===== config.mk =====
export PLATFORM = sky130hd
export DESIGN_NAME = clock_display_scanner
export DESIGN_NICKNAME = d
export VERILOG_FILES = /design/src/rtl/clock_display_scanner.sv
export SDC_FILE = /design/constraint.sdc
export NUM_CORES = 1
export LEC_CHECK = 0
export CAP_MARGIN = 20
export CORE_AREA = 5 5 117 97
export CTS_BUF_LIST = sky130_fd_sc_hd__clkbuf_4 sky130_fd_sc_hd__clkbuf_8 sky130_fd_sc_hd__clkbuf_16
export CTS_CLUSTER_DIAMETER = 120
export DETAILED_ROUTE_END_ITERATION = 6
export DIE_AREA = 0 0 122 102
export DONT_BUFFER_PORTS = 1
export HOLD_SLACK_MARGIN = 0.12
export PLACE_DENSITY_LB_ADDON = 0.3
export SLEW_MARGIN = 15
export SYNTH_ARGS = -nofsm -noshare
export SYNTH_HDL_FRONTEND = slang
export SYNTH_SLANG_ARGS = --single-unit
export TNS_END_PERCENT = 20

===== constraint.sdc =====
create_clock -name clk -period 2.91 [get_ports clk]
set_input_delay 0.582 -clock clk [delete_from_list [all_inputs] [get_ports clk]]
set_output_delay 0.582 -clock clk [all_outputs]
set_load 0.03 [all_outputs]

===== src/rtl/clock_display_scanner.sv =====
// Six-digit multiplexed common-anode 7-segment scanner for an HH:MM:SS BCD time.
// Frame-aligned double buffering, per-digit blink, leading-zero and anti-ghost blanking.
module clock_display_scanner #(
    parameter int SCAN_DIV     = 50000,
    parameter int BLANK_CYCLES = 4,
    parameter int BLINK_DIV    = 64
) (
    input  logic       clk,
    input  logic       rst,
    input  logic       load,
    input  logic [3:0] hours_tens,
    input  logic [3:0] hours_units,
    input  logic [3:0] min_tens,
    input  logic [3:0] min_units,
    input  logic [3:0] sec_tens,
    input  logic [3:0] sec_units,
    input  logic [5:0] blink_mask,
    input  logic       lzb_en,
    output logic [5:0] an_n,
    output logic [6:0] seg_n,
    output logic       dp_n,
    output logic       frame_sync
);

    localparam int DIV_W = $clog2(SCAN_DIV);
    localparam int FRM_W = (BLINK_DIV > 1) ? $clog2(BLINK_DIV) : 1;
    localparam logic [DIV_W-1:0] DIV_LAST  = DIV_W'(SCAN_DIV - 1);
    localparam logic [DIV_W-1:0] DIV_BLANK = DIV_W'(BLANK_CYCLES);
    localparam logic [FRM_W-1:0] FRM_LAST  = FRM_W'(BLINK_DIV - 1);

    logic [DIV_W-1:0] div;
    logic [2:0]       idx;
    logic [FRM_W-1:0] frame;
    logic             blink_phase;

    logic [23:0] digits_in;
    logic [23:0] pending;
    logic [23:0] display;
    logic        pend;

    logic        slot_end;
    logic        frame_end;
    logic [5:0]  sel;
    logic [3:0]  cur_digit;
    logic [6:0]  cur_seg;
    logic        suppress;
    logic        lit;

    assign digits_in = {hours_tens, hours_units, min_tens, min_units, sec_tens, sec_units};
    assign slot_end  = (div == DIV_LAST);
    assign frame_end = slot_end && (idx == 3'd5);

    always_ff @(posedge clk or negedge rst) begin
        if (!rst) begin
            div         <= '0;
            idx         <= '0;
            frame       <= '0;
            blink_phase <= 1'b0;
        end else if (slot_end) begin
            div <= '0;
            if (idx == 3'd5) begin
                idx <= '0;
                if (frame == FRM_LAST) begin
                    frame       <= '0;
                    blink_phase <= ~blink_phase;
                end else begin
                    frame <= frame + 1'b1;
                end
            end else begin
                idx <= idx + 3'd1;
            end
        end else begin
            div <= div + 1'b1;
        end
    end

    // A load on the frame-end cycle bypasses the pending buffer straight to display.
    always_ff @(posedge clk or negedge rst) begin
        if (!rst) begin
            pending <= '0;
            display <= '0;
            pend    <= 1'b0;
        end else if (frame_end && (pend || load)) begin
            display <= load ? digits_in : pending;
            pend    <= 1'b0;
        end else if (load) begin
            pending <= digits_in;
            pend    <= 1'b1;
        end
    end

    always_comb begin
        sel = 6'b000001 << idx;
        case (idx)
            3'd1:    cur_digit = display[7:4];
            3'd2:    cur_digit = display[11:8];
            3'd3:    cur_digit = display[15:12];
            3'd4:    cur_digit = display[19:16];
            3'd5:    cur_digit = display[23:20];
            default: cur_digit = display[3:0];
        endcase
        case (cur_digit)
            4'd0:    cur_seg = 7'h40;
            4'd1:    cur_seg = 7'h79;
            4'd2:    cur_seg = 7'h24;
            4'd3:    cur_seg = 7'h30;
            4'd4:    cur_seg = 7'h19;
            4'd5:    cur_seg = 7'h12;
            4'd6:    cur_seg = 7'h02;
            4'd7:    cur_seg = 7'h78;
            4'd8:    cur_seg = 7'h00;
            4'd9:    cur_seg = 7'h10;
            default: cur_seg = 7'h3F;
        endcase
        suppress = (blink_phase && |(blink_mask & sel)) ||
                   ((idx == 3'd5) && lzb_en && (display[23:20] == 4'd0));
        lit = (div >= DIV_BLANK) && !suppress;
    end

    always_ff @(posedge clk or negedge rst) begin
        if (!rst) begin
            an_n       <= 6'h3F;
            seg_n      <= 7'h7F;
            dp_n       <= 1'b1;
            frame_sync <= 1'b0;
        end else begin
            an_n       <= lit ? ~sel : 6'h3F;
            seg_n      <= lit ? cur_seg : 7'h7F;
            dp_n       <= !(lit && !blink_phase && (idx == 3'd2 || idx == 3'd4));
            frame_sync <= (div == '0) && (idx == 3'd0);
        end
    end

endmodule

==> summary.md, run 1 <==
| Metric | Value |
|---|---|
| Status | complete, no violations |
| Number of inserted diodes | 0 |
| Routed Antenna Nets | 0 |
| Combined global-route utilization of all metal layers | 14.9% |
| Number of synthesis warnings | 0 |
| Iteration-0 DRC count of the detailed router | 226 |
| Nets in the synthesized netlist | 429 |
| Number of enable flip-flop cells after synthesis | 0 |
| Maximum clock path buffer count | 2 |
| Synthesized area per cell | 11.3 um2 |
| Cell taking the most area after synthesis | sky130_fd_sc_hd__dfrtp_1 |
| IO Count | 49 |
| Post-DP HPWL | 5980 um |
| Post-synthesis instance area | 0.00439 mm2 |
| Most repeated cell in the gate-level netlist after synthesis | sky130_fd_sc_hd__dfrtp_1 |
| Met1 routing resource usage after global routing | a little under a quarter |
| Final worst hold slack | ~0.16 ns |
| Number of port buffers | 0 |
| Vias in the first global route | about 2700 |
| Met2 layer usage reported by global route | a little under a fifth |
| Core ar. | 0.0100 mm2 |
| Cts bufs inserted | 9 |
| Number of different library cells in the post-synthesis netlist | 53 |
| M3 GR Usage | 5.48% |
| Clock sink total | 90 |
| Post-CTS setup buffers | 0 |
| RSZ-0062 raised after global routing | no |
| Final non-filler cell area | 0.00480 mm2 |
| Placed standard-cell area | 0.00447 mm2 |
| Floorplan row count | 33 |
| Final global-route overflow total | 0 |
| CP max FO | 17 |
| Class of the most critical setup path | flip-flop to flip-flop |
| Nets | 427 |
| DR vias/cell | 5.21 |
| Max Freq | 399 MHz |
| Layout cells sized above 1 | 18.7% |
| Routed WL | 8490 um |
| Busiest layer in global routing | met1 |
| Arrival time at the worst endpoint | 2.75 ns |
| Setup violation total in the final timing report | 0 |
| Layout area overhead | 9.29% |
| Clock skew | 0.00702 ns |
| Pwr/cell area | approximately 540 mW/mm2 |
| Mapped Cells | 388 |
| Endpoints failing hold | 0 |
| Die Ht | 102 um |
| Critical path capture point type | flip-flop |
| TritonCTS clock tree | done |
| WP data required | 3.15 ns |
| Share of synthesized registers carrying an async set or reset | 100% |
| Largest net degree at the start of global routing | 91 |
| Latest clock arrival within the worst-skew pair | 0.34 ns |
| Initial antenna violation count | 0 |
| Detailed-route DRC error count | 0 |
| Max-slew headroom | 51.2% |
| Static leakage | 2.17 nW |
| Area fraction of the dominant cell type after synthesis | 43.3% |
| Routability-driven placement congestion ratio | 0.924 |
| Most common library cells after synthesis | sky130_fd_sc_hd__dfrtp_1, sky130_fd_sc_hd__nand2_1, sky130_fd_sc_hd__o21ai_0 |
| Count of maximum capacitance violations | 0 |
| Pre-antenna DRT Iters | 4 |
| Count of final max-slew check failures | 0 |
| Worst-case vdd ir drop | ~0.00025 V |
| Die footprint | between 0.01 and 0.015 mm2 |
| Class of the most critical hold timing path | primary input to async pin |
| Initial core utilization | 43.8% |
| Clock input transition at the sequential cells of the worst setup and hold paths | around 0.060 ns |
| Average wire length per cell after detail routing | 16.0 um |
| Floorplan die width | 122 um |
| Least-Margin Pin Slew | roughly 0.73 ns |
| Dominant cells by area after synthesis | sky130_fd_sc_hd__dfrtp_1, sky130_fd_sc_hd__dfstp_2, sky130_fd_sc_hd__mux2_4, sky130_fd_sc_hd__mux2i_1, sky130_fd_sc_hd__nand2_1 |
| Time the final worst path needs with I/O delays and setup | 2.51 ns |
| Master cell of the clock root buffer | sky130_fd_sc_hd__clkbuf_16 |
| #FFs+latches synth | 90 |
| Final clock period utilization by the worst path | ~86% |
| # H-tree levels | 3 |
| Most used flip-flop cell after synthesis | sky130_fd_sc_hd__dfrtp_1 |
| Wire length of the first global-routing pass | 14400 um |
| Kind of start point of the critical path | flip-flop |
| Via Count | 2764 |
| Accumulated negative setup slack | 0 ns |
| Sequential-to-total area share from yosys stat | between 50% and 60% |
## worst max-delay path, cell delays in order, from the launching register on
cell                      delay (ns)
sky130_fd_sc_hd__dfrtp_1        0.62
sky130_fd_sc_hd__and2_1         0.22
sky130_fd_sc_hd__ha_1           0.42
sky130_fd_sc_hd__a21oi_1        0.13
sky130_fd_sc_hd__o31ai_1        0.58
sky130_fd_sc_hd__nor2_1         0.14
sky130_fd_sc_hd__o31ai_1        0.22
sky130_fd_sc_hd__nand2_1        0.09
## final cells by class
| type | count | area, um2 |
|---|---|---|
| clock buffer | 12 | 254 |
| multi-input combinational | 271 | 1950 |
| inverter | 8 | 30.0 |
| tap | 140 | 175 |
| sequential | 90 | 2270 |
| fill | 925 | 5240 |
| timing repair buffer | 6 | 65.1 |
| clock inverter | 4 | 51.3 |
## cells by family (layout without fill, tap and decap cells)
group                      after synthesis  count (layout)  share of synthesized area [%]
DFF                                     90              90                           51.7
and+or+nand+nor                        122             122                           13.9
AOI/OAI and AO/OA                       69              69                           10.1
buffers and inverters                   27              30                           3.82
xor gates and xnor gates                19              19                           3.79
muxes                                   54              54                           14.8
adders and majority gates                7               7                           1.99
## path summary, 6_finish.rpt
| path | from | slack [ns] | to | depth (start not counted) |
|---|---|---|---|---|
| worst max register to register | idx[1] | 0.40 | seg_n[4] | 7 |
| min in group clk | min_units[1] | 0.39 | pending[9] | 1 |
| worst max-delay path | idx[1] | 0.40 | seg_n[4] | 7 |
| worst min-delay path | rst | 0.16 | pending[12] | 1 |
| worst min register to register | pend | 0.48 | pend | 2 |
| max in group asynchronous | rst | 2.39 | seg_n[0] | 1 |
## power by group
group | switching [mW] | internal, mW | leakage, nW
registers | 0.0172 | 1.29 | 1.13
logic | 0.0536 | 0.0708 | 0.886
clock network | 0.455 | 0.708 | 0.150
## routing by layer
layer,vias up,share of wire [%]
li1,1364,-
met1,1327,51
met2,64,40
met3,9,7.1
met4,0,1.7
met5,-,0
## through the flow
stage               util, %  cells  setup WS [ns]  power (mW)
floorplan                 -    388          0.494        1.42
CTS                    47.8    531          0.410        2.63
detailed placement     44.5    514          0.426        1.42
finish                 47.8    531          0.401        2.59
global placement       44.5    514          0.486        1.42
global route           47.8    531         0.0964        2.71
## sequential cells by signal, indices dropped and copies added, names as in the netlist
signal	cells
blink_phase	1
seg_n	7
idx	3
frame	6
frame_sync	1
pend	1
pending	24
div	16
an_n	6
display	24
dp_n	1
## cell usage in the layout, fill, tap and decap left out, types with 5 or more instances in the layout
cell type / instances
sky130_fd_sc_hd__dfrtp_1: 76
sky130_fd_sc_hd__nand2_1: 49
sky130_fd_sc_hd__o21ai_0: 29
sky130_fd_sc_hd__mux2i_1: 28
sky130_fd_sc_hd__nor2_1: 25
sky130_fd_sc_hd__mux2_4: 20
sky130_fd_sc_hd__dfstp_2: 14
sky130_fd_sc_hd__nand3_1: 12
sky130_fd_sc_hd__xnor2_1: 10
sky130_fd_sc_hd__xor2_1: 9
sky130_fd_sc_hd__a21oi_1: 9
sky130_fd_sc_hd__clkbuf_16: 9
sky130_fd_sc_hd__inv_1: 7
sky130_fd_sc_hd__nand4_1: 7
sky130_fd_sc_hd__nor3_1: 7
sky130_fd_sc_hd__ha_1: 7
sky130_fd_sc_hd__mux2_2: 6
sky130_fd_sc_hd__buf_4: 5
## timing repair
action	CTS	global route
hold buffers	1	0
resized for setup	0	0
hold endpoints to repair	90	0
setup endpoints to repair	0	0
No activity file was read; power rests on OpenSTA's default activity.
==> run 2: changes to the inputs <==
- CTS_BUF_LIST: sky130_fd_sc_hd__clkbuf_4 sky130_fd_sc_hd__clkbuf_8 sky130_fd_sc_hd__clkbuf_16 -> sky130_fd_sc_hd__clkbuf_8 sky130_fd_sc_hd__clkbuf_16
- PLACE_DENSITY_LB_ADDON: 0.3 -> 0.15
==> run 2 against run 1 <==
  * Via count decreased by 0.69%
  * Total power fell by 4.0%
  * Clock power fell by 9%
  * Die area did not move
  * Fmax is 8.1% lower
  * Global-route usage down 0.32 points
  * Clock-buffer cell count down 1
==> summary.md, run 2 (synthesized netlist as in run 1, its figures left out) <==
| Metric | Value |
|---|---|
| Nets | 428 (+0.23%) |
| Post-CTS setup buffers | 0 (unchanged) |
| Detailed-route DRC error count | 0 (unchanged) |
| Latest clock arrival within the worst-skew pair | 0.34 ns (about the same) |
| Cells along the critical path | buf_4, nor3b_1, a22oi_1, a31oi_2, nor2_1, nand2_1, nand4_1 |
| Static leakage | 2.17 nW (+0.16%) |
| DR vias/cell | 5.16 (-0.87%) |
| Pwr/cell area | 521 mW/mm2 (-3.5%) |
| Initial antenna violation count | 0 (unchanged) |
| Clock input transition at the sequential cells of the worst setup and hold paths | 0.06 ns (about the same) |
| Class of the most critical setup path | flip-flop to flip-flop |
| Layout cells sized above 1 | 18.4% (-0.30 points) |
| Class of the most critical hold timing path | primary input to async pin |
| Source of the worst register-to-register timing path | idx[0] |
| Register area | 0.00227 mm2 (unchanged) |
| Slowest stage cell, crit path | sky130_fd_sc_hd__nor3b_1 |
| Count of maximum capacitance violations | 0 (unchanged) |
| IO Count | 49 (unchanged) |
| Least-Margin Pin Slew | 0.891 ns (+0.160 ns) |
| Wire length of the first global-routing pass | 14100 um (-2.2%) |
| Maximum clock path buffer count | 2 (unchanged) |
| Leading cell types in the layout, fill and taps excluded | sky130_fd_sc_hd__dfrtp_1, sky130_fd_sc_hd__nand2_1, sky130_fd_sc_hd__o21ai_0, sky130_fd_sc_hd__mux2i_1, sky130_fd_sc_hd__nor2_1 |
| Die footprint | 0.0124 mm2 (unchanged) |
| Core ar. | 0.0100 mm2 (unchanged) |
| Vias in the first global route | 2725 (-0.073%) |
| RSZ-0062 raised after global routing | no |
| Routed Antenna Nets | 0 (unchanged) |
| Longest individual stage delay on the worst path | 0.75 ns (+0.13 ns) |
| Final worst hold slack | 0.159 ns (-0.00441 ns) |
| Worst-case vdd ir drop | 0.000371 V (+47%) |
| Final global-route overflow total | 0 (unchanged) |
| Number of port buffers | 0 (unchanged) |
| TritonCTS clock tree | done |
| Routed WL | 8550 um (+0.65%) |
| Critical path capture point type | flip-flop |
| Accumulated negative setup slack | 0 ns (unchanged) |
| Floorplan row count | 33 (unchanged) |
| Arrival time at the worst endpoint | 2.95 ns (+0.20 ns) |
| Worst setup margin | 0.180 ns (-0.221 ns) |
| Clock sink total | 90 (unchanged) |
| Combined global-route utilization of all metal layers | 14.6% (-0.32 points) |
| Initial core utilization | 43.8% (unchanged) |
| Die Ht | 102 um (unchanged) |
| Crit path from | idx[0] |
| # H-tree levels | 3 (unchanged) |
| Cts bufs inserted | 9 (unchanged) |
| Setup violation total in the final timing report | 0 (unchanged) |
| Via Count | 2745 (-0.69%) |
| Leading cell type in the layout, fill and taps excluded | sky130_fd_sc_hd__dfrtp_1 |
| Final clock period utilization by the worst path | 93.8% (+7.6 points) |
| Layout area overhead | 8.78% |
| Status | complete, no violations |
| Time the final worst path needs with I/O delays and setup | 2.73 ns (+0.221 ns) |
| Routability-driven placement congestion ratio | 0.777 (-16%) |
| Floorplan die width | 122 um (unchanged) |
| CP max FO | 13 (-4) |
| Kind of start point of the critical path | flip-flop |
| Registers with the highest flip-flop counts | display x24, pending x24, div x16 |
| Endpoints failing hold | 0 (unchanged) |
| Buf/Inv on CP | 1 (+1) |
| Largest net degree at the start of global routing | 91 (unchanged) |
| Gate family responsible for the most delay along the worst path | simple AND/OR/NAND/NOR gates |
| Number of inserted diodes | 0 (unchanged) |
| Clock skew | 0.0105 ns (+0.00347 ns) |
| WP data required | 3.13 ns (-0.02 ns) |
| Final core area utilization | 47.6% (-0.22 points) |
| Multi-input gate area | 0.00195 mm2 (unchanged) |
| Iteration-0 DRC count of the detailed router | 207 (-8.4%) |
| Max Freq | 366 MHz (-8.1%) |
| Pre-antenna DRT Iters | 4 (unchanged) |
| Filler instances | 944 (+2.1%) |
| Post-DP HPWL | 5940 um (-0.75%) |
| Average wire length per cell after detail routing | 16.1 um (+0.46%) |
| Master cell of the clock root buffer | sky130_fd_sc_hd__clkbuf_16 |
| Count of final max-slew check failures | 0 (unchanged) |
| Max-slew headroom | 40.5% (-11 points) |
| Placement-stage worst setup slack | 0.284 ns (-0.142 ns) |
| Final total power | 2.49 mW (-4.0%) |
==> run 2: final timing paths <==
path | to | slack [ns] | cells past startpoint
max | seg_n[3] | 0.18 | 7
min | div[4] | 0.16 | 1
max reg2reg | seg_n[3] | 0.18 | 7
min reg2reg | frame[5] | 0.47 | 1
max in group asynchronous | an_n[5] | 2.39 | 1
min in group clk | pending[15] | 0.39 | 1
==> run 2: routing by layer <==
| metal | wire length, um | global-route usage (%) | vias to the layer above |
|---|---|---|---|
| li1 | - | - | 1367 |
| met3 | 625 | 5.92 | 4 |
| met1 | 4290 | 21.4 | 1305 |
| met5 | 0 | 0 | - |
| met4 | 66 | 4.13 | 0 |
| met2 | 3560 | 19.9 | 69 |
==> run 2: layout make-up <==
cell class | instances | area share [%]
Clock buffer | 11 | 5.29
Clock inverter | 5 | 0.472
Inverter | 8 | 0.629
Multi-Input combinational cell | 271 | 40.9
Sequential cell | 90 | 47.5
Tap cell | 140 | 3.67
Timing Repair Buffer | 7 | 1.52
==> run 2: through the flow <==
step	instance area, um2	instances
finish	4780	532
global route	4780	532
CTS	4780	532
detailed placement	4470	515
global placement	4470	515
floorplan	4390	388
==> run 2: repair_timing <==
item                      4_1_cts  5_1_grt
hold buffers                    1        0
resized for setup               0        0
hold endpoints to repair       90        0
==> run 2: where the power goes <==
group | internal (mW) | total, mW | switching [mW]
Clock | 0.614 | 1.06 | 0.448
Sequential | 1.29 | 1.30 | 0.0176
Combinational | 0.0710 | 0.121 | 0.0502
Total | 1.97 | 2.49 | 0.516
==> run 3: changes to the inputs <==
- CELL_PAD_IN_SITES_DETAIL_PLACEMENT: default -> 0
- CELL_PAD_IN_SITES_GLOBAL_PLACEMENT: default -> 1
==> run 3 against run 2 <==
  * Worst hold slack worse by 0.0024 ns
  * Sequential power is essentially flat
  * Cell count unchanged
  * Total power rose by 3.5%
  * Clock power is 8% higher
  * Flip-flop and latch count unchanged
  * Via count fell by 0.55%
  * Non-clock buffer count unchanged
  * Highest routed layer unchanged
  * Fmax increased by 9.9%
  * Setup slack improved by 0.25 ns
  * Global-route usage grew 0.22 points
  * Core utilization is 0.20 points higher
==> summary.md, run 3 (synthesized netlist as in run 1, its figures left out) <==
| Metric | Value |
|---|---|
| Status | complete, no violations |
| Most used cell, CP | sky130_fd_sc_hd__o31ai_1 |
| Routed WL | 8630 um (+1.0%) |
| Class of the most critical setup path | flip-flop to flip-flop |
| Layout area overhead | 9.23% |
| Filler instances | 944 (unchanged) |
| Floorplan die width | 122 um (unchanged) |
| Leading cell types in the layout, fill and taps excluded | sky130_fd_sc_hd__dfrtp_1, sky130_fd_sc_hd__nand2_1, sky130_fd_sc_hd__o21ai_0, sky130_fd_sc_hd__mux2i_1, sky130_fd_sc_hd__nor2_1 |
| Least-Margin Pin Slew | 0.652 ns (-0.239 ns) |
| Class of the most critical hold timing path | primary input to async pin |
| Nets | 428 (unchanged) |
| Layout cells sized above 1 | 18.9% (+0.51 points) |
| Endpoints failing hold | 0 (unchanged) |
| Clock skew | 0.00956 ns (-0.000934 ns) |
| Max-slew headroom | 56.4% (+16 points) |
| WP data required | 3.15 ns (+0.02 ns) |
| Clock sink total | 90 (unchanged) |
| Final clock period utilization by the worst path | 85.4% (-8.5 points) |
| Worst-case vdd ir drop | 0.000380 V (+2.5%) |
| Number of inserted diodes | 0 (unchanged) |
| Final core area utilization | 47.8% (+0.20 points) |
| Count of final max-slew check failures | 0 (unchanged) |
| Latest clock arrival within the worst-skew pair | 0.34 ns (about the same) |
| Gates resized, CTS repair | 0 (unchanged) |
| Maximum clock path buffer count | 2 (unchanged) |
| Count of maximum capacitance violations | 0 (unchanged) |
| Routed Antenna Nets | 0 (unchanged) |
| Reg2Reg Depth | 7 (unchanged) |
| Initial core utilization | 43.8% (unchanged) |
| TritonCTS clock tree | done |
| Internal reg-to-reg setup slack | 0.43 ns (+0.25 ns) |
| Largest net degree at the start of global routing | 91 (unchanged) |
| Routability-driven placement congestion ratio | 0.799 (+2.9%) |
| Post-CTS setup buffers | 0 (unchanged) |
| Gate family responsible for the most delay along the worst path | compound AO/OA/AOI/OAI gates |
| DR vias/cell | 5.13 (-0.55%) |
| Final worst hold slack | 0.157 ns (-0.00245 ns) |
| Initial antenna violation count | 0 (unchanged) |
| Post-DP HPWL | 6040 um (+1.8%) |
| Cts bufs inserted | 9 (unchanged) |
| Time the final worst path needs with I/O delays and setup | 2.48 ns (-0.246 ns) |
| Final global-route overflow total | 0 (unchanged) |
| IO Count | 49 (unchanged) |
| Placed standard-cell area | 0.00447 mm2 (unchanged) |
| Clock input transition at the sequential cells of the worst setup and hold paths | 0.07 ns (about the same) |
| Iteration-0 DRC count of the detailed router | 190 (-8.2%) |
| Longest individual stage delay on the worst path | 0.63 ns (-0.12 ns) |
| Vias in the first global route | 2672 (-1.9%) |
| Max Freq | 403 MHz (+9.9%) |
| Wire length of the first global-routing pass | 14400 um (+2.0%) |
| Buf/Inv on CP | 0 (-1) |
| Die footprint | 0.0124 mm2 (unchanged) |
| Accumulated negative setup slack | 0 ns (unchanged) |
| RSZ-0062 raised after global routing | no |
| Pwr/cell area | 537 mW/mm2 (+3.1%) |
| Kind of start point of the critical path | flip-flop |
| Via Count | 2730 (-0.55%) |
| Pre-antenna DRT Iters | 4 (unchanged) |
| Arrival time at the worst endpoint | 2.73 ns (-0.22 ns) |
| Average wire length per cell after detail routing | 16.2 um (+1.0%) |
| Endpoint of the most critical register-to-register path | seg_n[4] |
| Die Ht | 102 um (unchanged) |
| Combined global-route utilization of all metal layers | 14.8% (+0.22 points) |
| Leading cell type in the layout, fill and taps excluded | sky130_fd_sc_hd__dfrtp_1 |
| Slowest stage cell, crit path | sky130_fd_sc_hd__dfrtp_1 |
| Core ar. | 0.0100 mm2 (unchanged) |
| Cells along the critical path | and2_1, ha_1, a21oi_1, o31ai_1, nor2_1, o31ai_1, nand2_1 |
| Final total power | 2.58 mW (+3.5%) |
| Number of port buffers | 0 (unchanged) |
| Critical path capture point type | flip-flop |
| Static leakage | 2.17 nW (-0.18%) |
| Floorplan row count | 33 (unchanged) |
| Detailed-route DRC error count | 0 (unchanged) |
| Registers with the highest flip-flop counts | display x24, pending x24, div x16 |
| Source of the worst register-to-register timing path | idx[1] |
| Setup violation total in the final timing report | 0 (unchanged) |
| Final non-filler cell area | 0.00480 mm2 (+0.42%) |
| # H-tree levels | 3 (unchanged) |
| CP max FO | 17 (+4) |
| Master cell of the clock root buffer | sky130_fd_sc_hd__clkbuf_16 |
-- run 3: cell count changes in the layout (fill, tap and decap cells not counted), sizes merged --
cell,delta
inv,-2
clkinv,+2
clkinvlp,+1
clkbuf,-2
bufinv,+1
-- run 3: through the flow --
step,setup slack (ns),instances
finish,0.426,532
global route,0.156,532
CTS,0.413,532
detailed placement,0.429,515
global placement,0.503,515
floorplan,0.494,388
-- run 3: how the worst max path moves through the flow --
stage	from	to	slack (ns)	depth (start not counted)
after floorplan	idx[0]	seg_n[1]	0.49	10
after global placement	idx[1]	seg_n[1]	0.50	8
after detailed placement	idx[1]	seg_n[4]	0.43	7
after CTS	idx[1]	seg_n[4]	0.41	7
after global routing	idx[1]	seg_n[4]	0.16	7
final	idx[1]	seg_n[4]	0.43	7
-- run 3: layout make-up --
cell class,count,area [um2],area share [%]
clock buffers,9,225,4.70
clock inverters,7,70.1,1.46
well taps,140,175,3.65
multi-input cells,271,1950,40.7
repair buffers,7,72.6,1.51
flip-flops and latches,90,2270,47.3
inverters,8,30.0,0.626
-- run 3: report_power, final --
part / total, mW / leakage [nW] / switching (mW) / internal [mW]
registers: 1.30 / 1.13 / 0.0172 / 1.29
clock network: 1.15 / 0.145 / 0.485 / 0.664
logic: 0.124 / 0.890 / 0.0530 / 0.0710
total: 2.58 / 2.17 / 0.555 / 2.02
-- run 3: routing by layer --
layer	track usage, %	up-vias	share of wire (%)
met5	0	-	0
met4	4.91	0	1.3
met3	5.04	11	6.6
met2	20.2	58	40
met1	22.0	1279	52
li1	-	1382	-
-- run 3: what timing repair did --
action | in CTS | in global routing
hold endpoints to repair | 90 | 0
endpoints found under the setup margin | 0 | 0
hold buffers | 1 | 0
==> variant 1 (settings of run 2) <==
`BLINK_DIV`: 64 -> 128.
--- a/src/rtl/clock_display_scanner.sv
+++ b/src/rtl/clock_display_scanner.sv
@@ -3,7 +3,7 @@
 module clock_display_scanner #(
     parameter int SCAN_DIV     = 50000,
     parameter int BLANK_CYCLES = 4,
-    parameter int BLINK_DIV    = 64
+    parameter int BLINK_DIV    = 128
 ) (
     input  logic       clk,
     input  logic       rst,
Check against the original RTL: same outputs for any inputs over 10 cycles, from zero or initial values and one cycle with rst low; that may be too few to reach the edited logic, so the function may still have changed.
==> variant 1 against run 2 <==
Area after synthesis shrank 2.1%. Final area grew 0.29%. Sequential cell count grew 1. Routed wire length shrank 1.4%. Non-clock buffer count shrank 1. First-iteration DRC count grew 15%. Clock power grew 27%. Worst setup slack gained 0.12 ns. Total power grew 11%. Die area is the same. Critical endpoint is now seg_n[0]. Highest routed layer unchanged.
==> variant 1: results (changes against run 2) <==
irDropWorstVdd_mv: 0.337  # -9.0%
grt_max_degree: 92  # +1.1%
crit_start: "idx[1]"
worstReg2RegEnd: "seg_n[0]"
fillers: 960  # +1.7%
syn-num-nets: 431  # +0.47%
ys_top_cells_by_area: "dfrtp_1 45%, dfstp_2 8.6%, mux2_2 6.5%"
synth_flop_cell: "dfrtp_1"
grt_pass1_vias: 2645  # -2.9%
track_usage_pct: 14.4  # -0.24 points
numPortBuffers: 0  # unchanged
drt_iter0_markers: 238  # +15%
r2r_cells: 6  # -1
wl_microns: 8420  # -1.4%
p_leak_nw: 2.11  # -2.7%
num_vias: 2803  # +2.1%
drive_gt1_share_pct: 17.2  # -1.1 points
reg2reg_slack_ns: 0.30  # +0.12 ns
synth-seq-area-share_pct: 53.4  # +1.7 points
cpMaxStageDelayCell: "a31oi_1"
synth_common_cells: "77 x dfrtp_1, 46 x nor2_1, 31 x a21oi_1, 28 x mux2i_1, 25 x mux2_2"
skew_ns: 0.00707  # -0.00342 ns
gp_congestion: 0.815  # +4.8%
tightest_slew_ns: 0.894  # +0.00307 ns
grt_pass1_wl_microns: 13800  # -2.0%
stdcell_count: 529  # -0.56%
critPathMaxFanout: 14  # +1
dpl.hpwl_microns: 5830  # -1.8%
yosysWarnings: 0  # unchanged
status: "completed"
dp.cells: 512  # -0.58%
critPathMaxStageDelay_ns: 0.72  # -0.03 ns
syn_inst: 390  # +0.52%
[variant 1: stage by stage]
| stage | cell area (sq um) | setup slack (ns) | hold WS [ns] |
|---|---|---|---|
| after floorplan | 4300 | 0.309 | 0.286 |
| after global placement | 4410 | 0.391 | 0.292 |
| after detailed placement | 4410 | 0.385 | 0.291 |
| after CTS | 4790 | 0.357 | 0.176 |
| after global routing | 4790 | 0.0307 | 0.159 |
| final | 4790 | 0.299 | 0.152 |
[variant 1: area by class of cell]
type / instances / area [sq um] / share of cell area, %
Sequential cell: 91 / 2290 / 47.9
Multi-Input combinational cell: 264 / 1860 / 38.7
Clock buffer: 11 / 253 / 5.28
Tap cell: 140 / 175 / 3.66
Clock inverter: 5 / 101 / 2.12
Timing Repair Buffer: 6 / 65.1 / 1.36
Inverter: 12 / 45.0 / 0.940
[variant 1: metal layers]
layer,vias up,global-route usage (%),routed length [microns]
met5,-,0,0
met4,0,4.48,78
met3,9,5.31,611
met2,71,19.2,3390
met1,1353,21.5,4350
li1,1370,-,-
[variant 1: how the worst max path moves through the flow]
| stage | depth (start not counted) | end |
|---|---|---|
| floorplan | 12 | seg_n[3] |
| global placement | 8 | seg_n[2] |
| detailed placement | 8 | seg_n[2] |
| CTS | 8 | seg_n[2] |
| global route | 6 | seg_n[0] |
| finish | 6 | seg_n[0] |
[variant 1: where the power goes]
part           switching, mW  internal (mW)
registers             0.0146           1.30
logic                 0.0497         0.0540
clock network          0.469          0.883
[variant 1: what timing repair did]
item,in CTS,in global routing
gates resized for setup,0,0
endpoints found under the hold margin,91,0
hold buffers,1,0
setup buffers,0,0
[variant 1: worst max-delay path: cells and delay by family (launching register included)]
kind,cells,cell delay (ns)
AO/OA/AOI/OAI,3,1.14
adder cells (fa/ha/maj),1,0.47
flip-flops,1,0.59
AND/OR/NAND/NOR,2,0.34
[variant 1: kinds of logic after synthesis]
group | Yosys count | synth area share, %
DFF | 91 | 53.4
buffers and inverters | 35 | 3.46
muxes | 54 | 13.6
and+or+nand+nor | 113 | 12.7
AOI/OAI and AO/OA | 67 | 10.1
xor gates and xnor gates | 23 | 4.69
adders and majority gates | 7 | 2.04
==> variant 2 (flow settings as in run 2) <==
Without the edit above. Register the output `seg_n` once more; this adds one clock of latency there. The other outputs are not delayed to match.
--- a/src/rtl/clock_display_scanner.sv
+++ b/src/rtl/clock_display_scanner.sv
@@ -27,6 +27,8 @@
     localparam logic [DIV_W-1:0] DIV_LAST  = DIV_W'(SCAN_DIV - 1);
     localparam logic [DIV_W-1:0] DIV_BLANK = DIV_W'(BLANK_CYCLES);
     localparam logic [FRM_W-1:0] FRM_LAST  = FRM_W'(BLINK_DIV - 1);
+
+    logic [6:0] seg_n_s0;
 
     logic [DIV_W-1:0] div;
     logic [2:0]       idx;
@@ -120,15 +122,19 @@
     always_ff @(posedge clk or negedge rst) begin
         if (!rst) begin
             an_n       <= 6'h3F;
-            seg_n      <= 7'h7F;
+            seg_n_s0   <= 7'h7F;
             dp_n       <= 1'b1;
             frame_sync <= 1'b0;
         end else begin
             an_n       <= lit ? ~sel : 6'h3F;
-            seg_n      <= lit ? cur_seg : 7'h7F;
+            seg_n_s0   <= lit ? cur_seg : 7'h7F;
             dp_n       <= !(lit && !blink_phase && (idx == 3'd2 || idx == 3'd4));
             frame_sync <= (div == '0) && (idx == 3'd0);
         end
     end
 
+    always_ff @(posedge clk) begin
+        seg_n <= seg_n_s0;
+    end
+
 endmodule
Function: changed (Yosys sat finds a counterexample within 10 cycles, from zero or initial values and one cycle with rst low).
==> variant 2 against run 2 <==
Clock power increased by 10%. Sequential cell count is 7 higher. Final area is 3.8% higher. Die area is the same. Routed wire length grew 2.2%. Fmax is 6.6% higher. Count of clock-buffer cells in the layout unchanged. Worst setup slack better by 0.17 ns. Area after synthesis rose by 2.1%. Total power increased by 12%.
==> variant 2: results (changes against run 2) <==
netlist_area_sq_um: 4480  # +2.1%
clk-power_mw: 1.17  # +10%
wl_per_cell_microns: 16.0  # -0.37%
powerComb_mw: 0.157  # +30%
drt_iter0_markers: 173  # -16%
synthArstFlopShare_pct: 92.8  # -7.2 points
postLayoutCoreUtil_pct: 49.4  # +1.8 points
multi_input_area_sq_um: 1930  # -1.3%
inv_count: 11  # +3
viasPerCell: 5.16  # about the same
status: "completed"
use_met2_pct: 20.5  # +0.55 points
clkCellAreaFrac_pct: 6.08  # +0.32 points
cpMaxStageDelayCell: "or4_4"
synth-seq-area-share_pct: 53.7  # +2.0 points
dp_slack_ns: 0.372  # +0.0880 ns
wl_met3_microns: 491  # -21%
stdcell_count: 546  # +2.6%
gp_congestion: 0.793  # +2.0%
crit_arrival_ns: 2.79  # -0.16 ns
n_all_buffers: 11  # +4
drive_gt1_share_pct: 17.5  # -0.88 points
p_leak_nw: 2.24  # +2.9%
switching_power_mw: 0.611  # +18%
dp.cells: 529  # +2.7%
synth-seq-cells: 97  # +7.8%
power_mw: 2.79  # +12%
critPathMaxStageDelay_ns: 0.52  # -0.23 ns
final-nonclk-buf-share_pct: 2.07  # +0.55 points
skew_ns: 0.00713  # -0.00336 ns
dpl.hpwl_microns: 5990  # +0.96%
synth.distinct_cells: 50  # -5.7%
syn-mean-instance-area_sq_um: 11.2  # -1.2%
track_usage_pct: 15.5  # +0.84 points
grtUsageMet1_pct: 23.4  # +2.0 points
fillers: 922  # -2.3%
syn-num-nets: 442  # +3.0%
regArea_sq_um: 2410  # +6.2%
wl_met2_microns: 3500  # -1.9%
grt_use_met3_pct: 4.98  # -0.94 points
irDropWorstVdd_mv: 0.347  # -6.4%
-- variant 2: cell types whose count changed in the layout (fill, tap and decap cells not counted), moves of 3 or more --
cell and delta:
dfxtp_1 +7, o21ai_0 +5, buf_4 +4, nor2_1 -4, clkinv_2 -3, inv_1 +3, inv_4 +3
-- variant 2: final timing paths --
| kind | startpoint | endpoint | slack (ns) | cells after the start |
|---|---|---|---|---|
| min in group clk | min_units[3] | pending[11] | 0.38 | 1 |
| max in group asynchronous | rst | seg_n_s0[2] | 2.37 | 1 |
| max reg2reg | div[1] | pending[18] | 0.35 | 6 |
| min | rst | div[4] | 0.14 | 1 |
| max | div[1] | pending[18] | 0.35 | 6 |
| min reg2reg | seg_n_s0[0] | seg_n[0] | 0.40 | 0 |
-- variant 2: cell families (layout without fill, tap and decap cells) --
group	count (synthesis)	in the layout	share of synthesized area, %
compound gates	73	73	10.2
xor+xnor	19	19	3.71
simple gates	118	118	12.6
flops	97	97	53.7
buf+inv	33	38	3.29
fa+ha+maj	7	7	1.95
mux	54	54	14.5
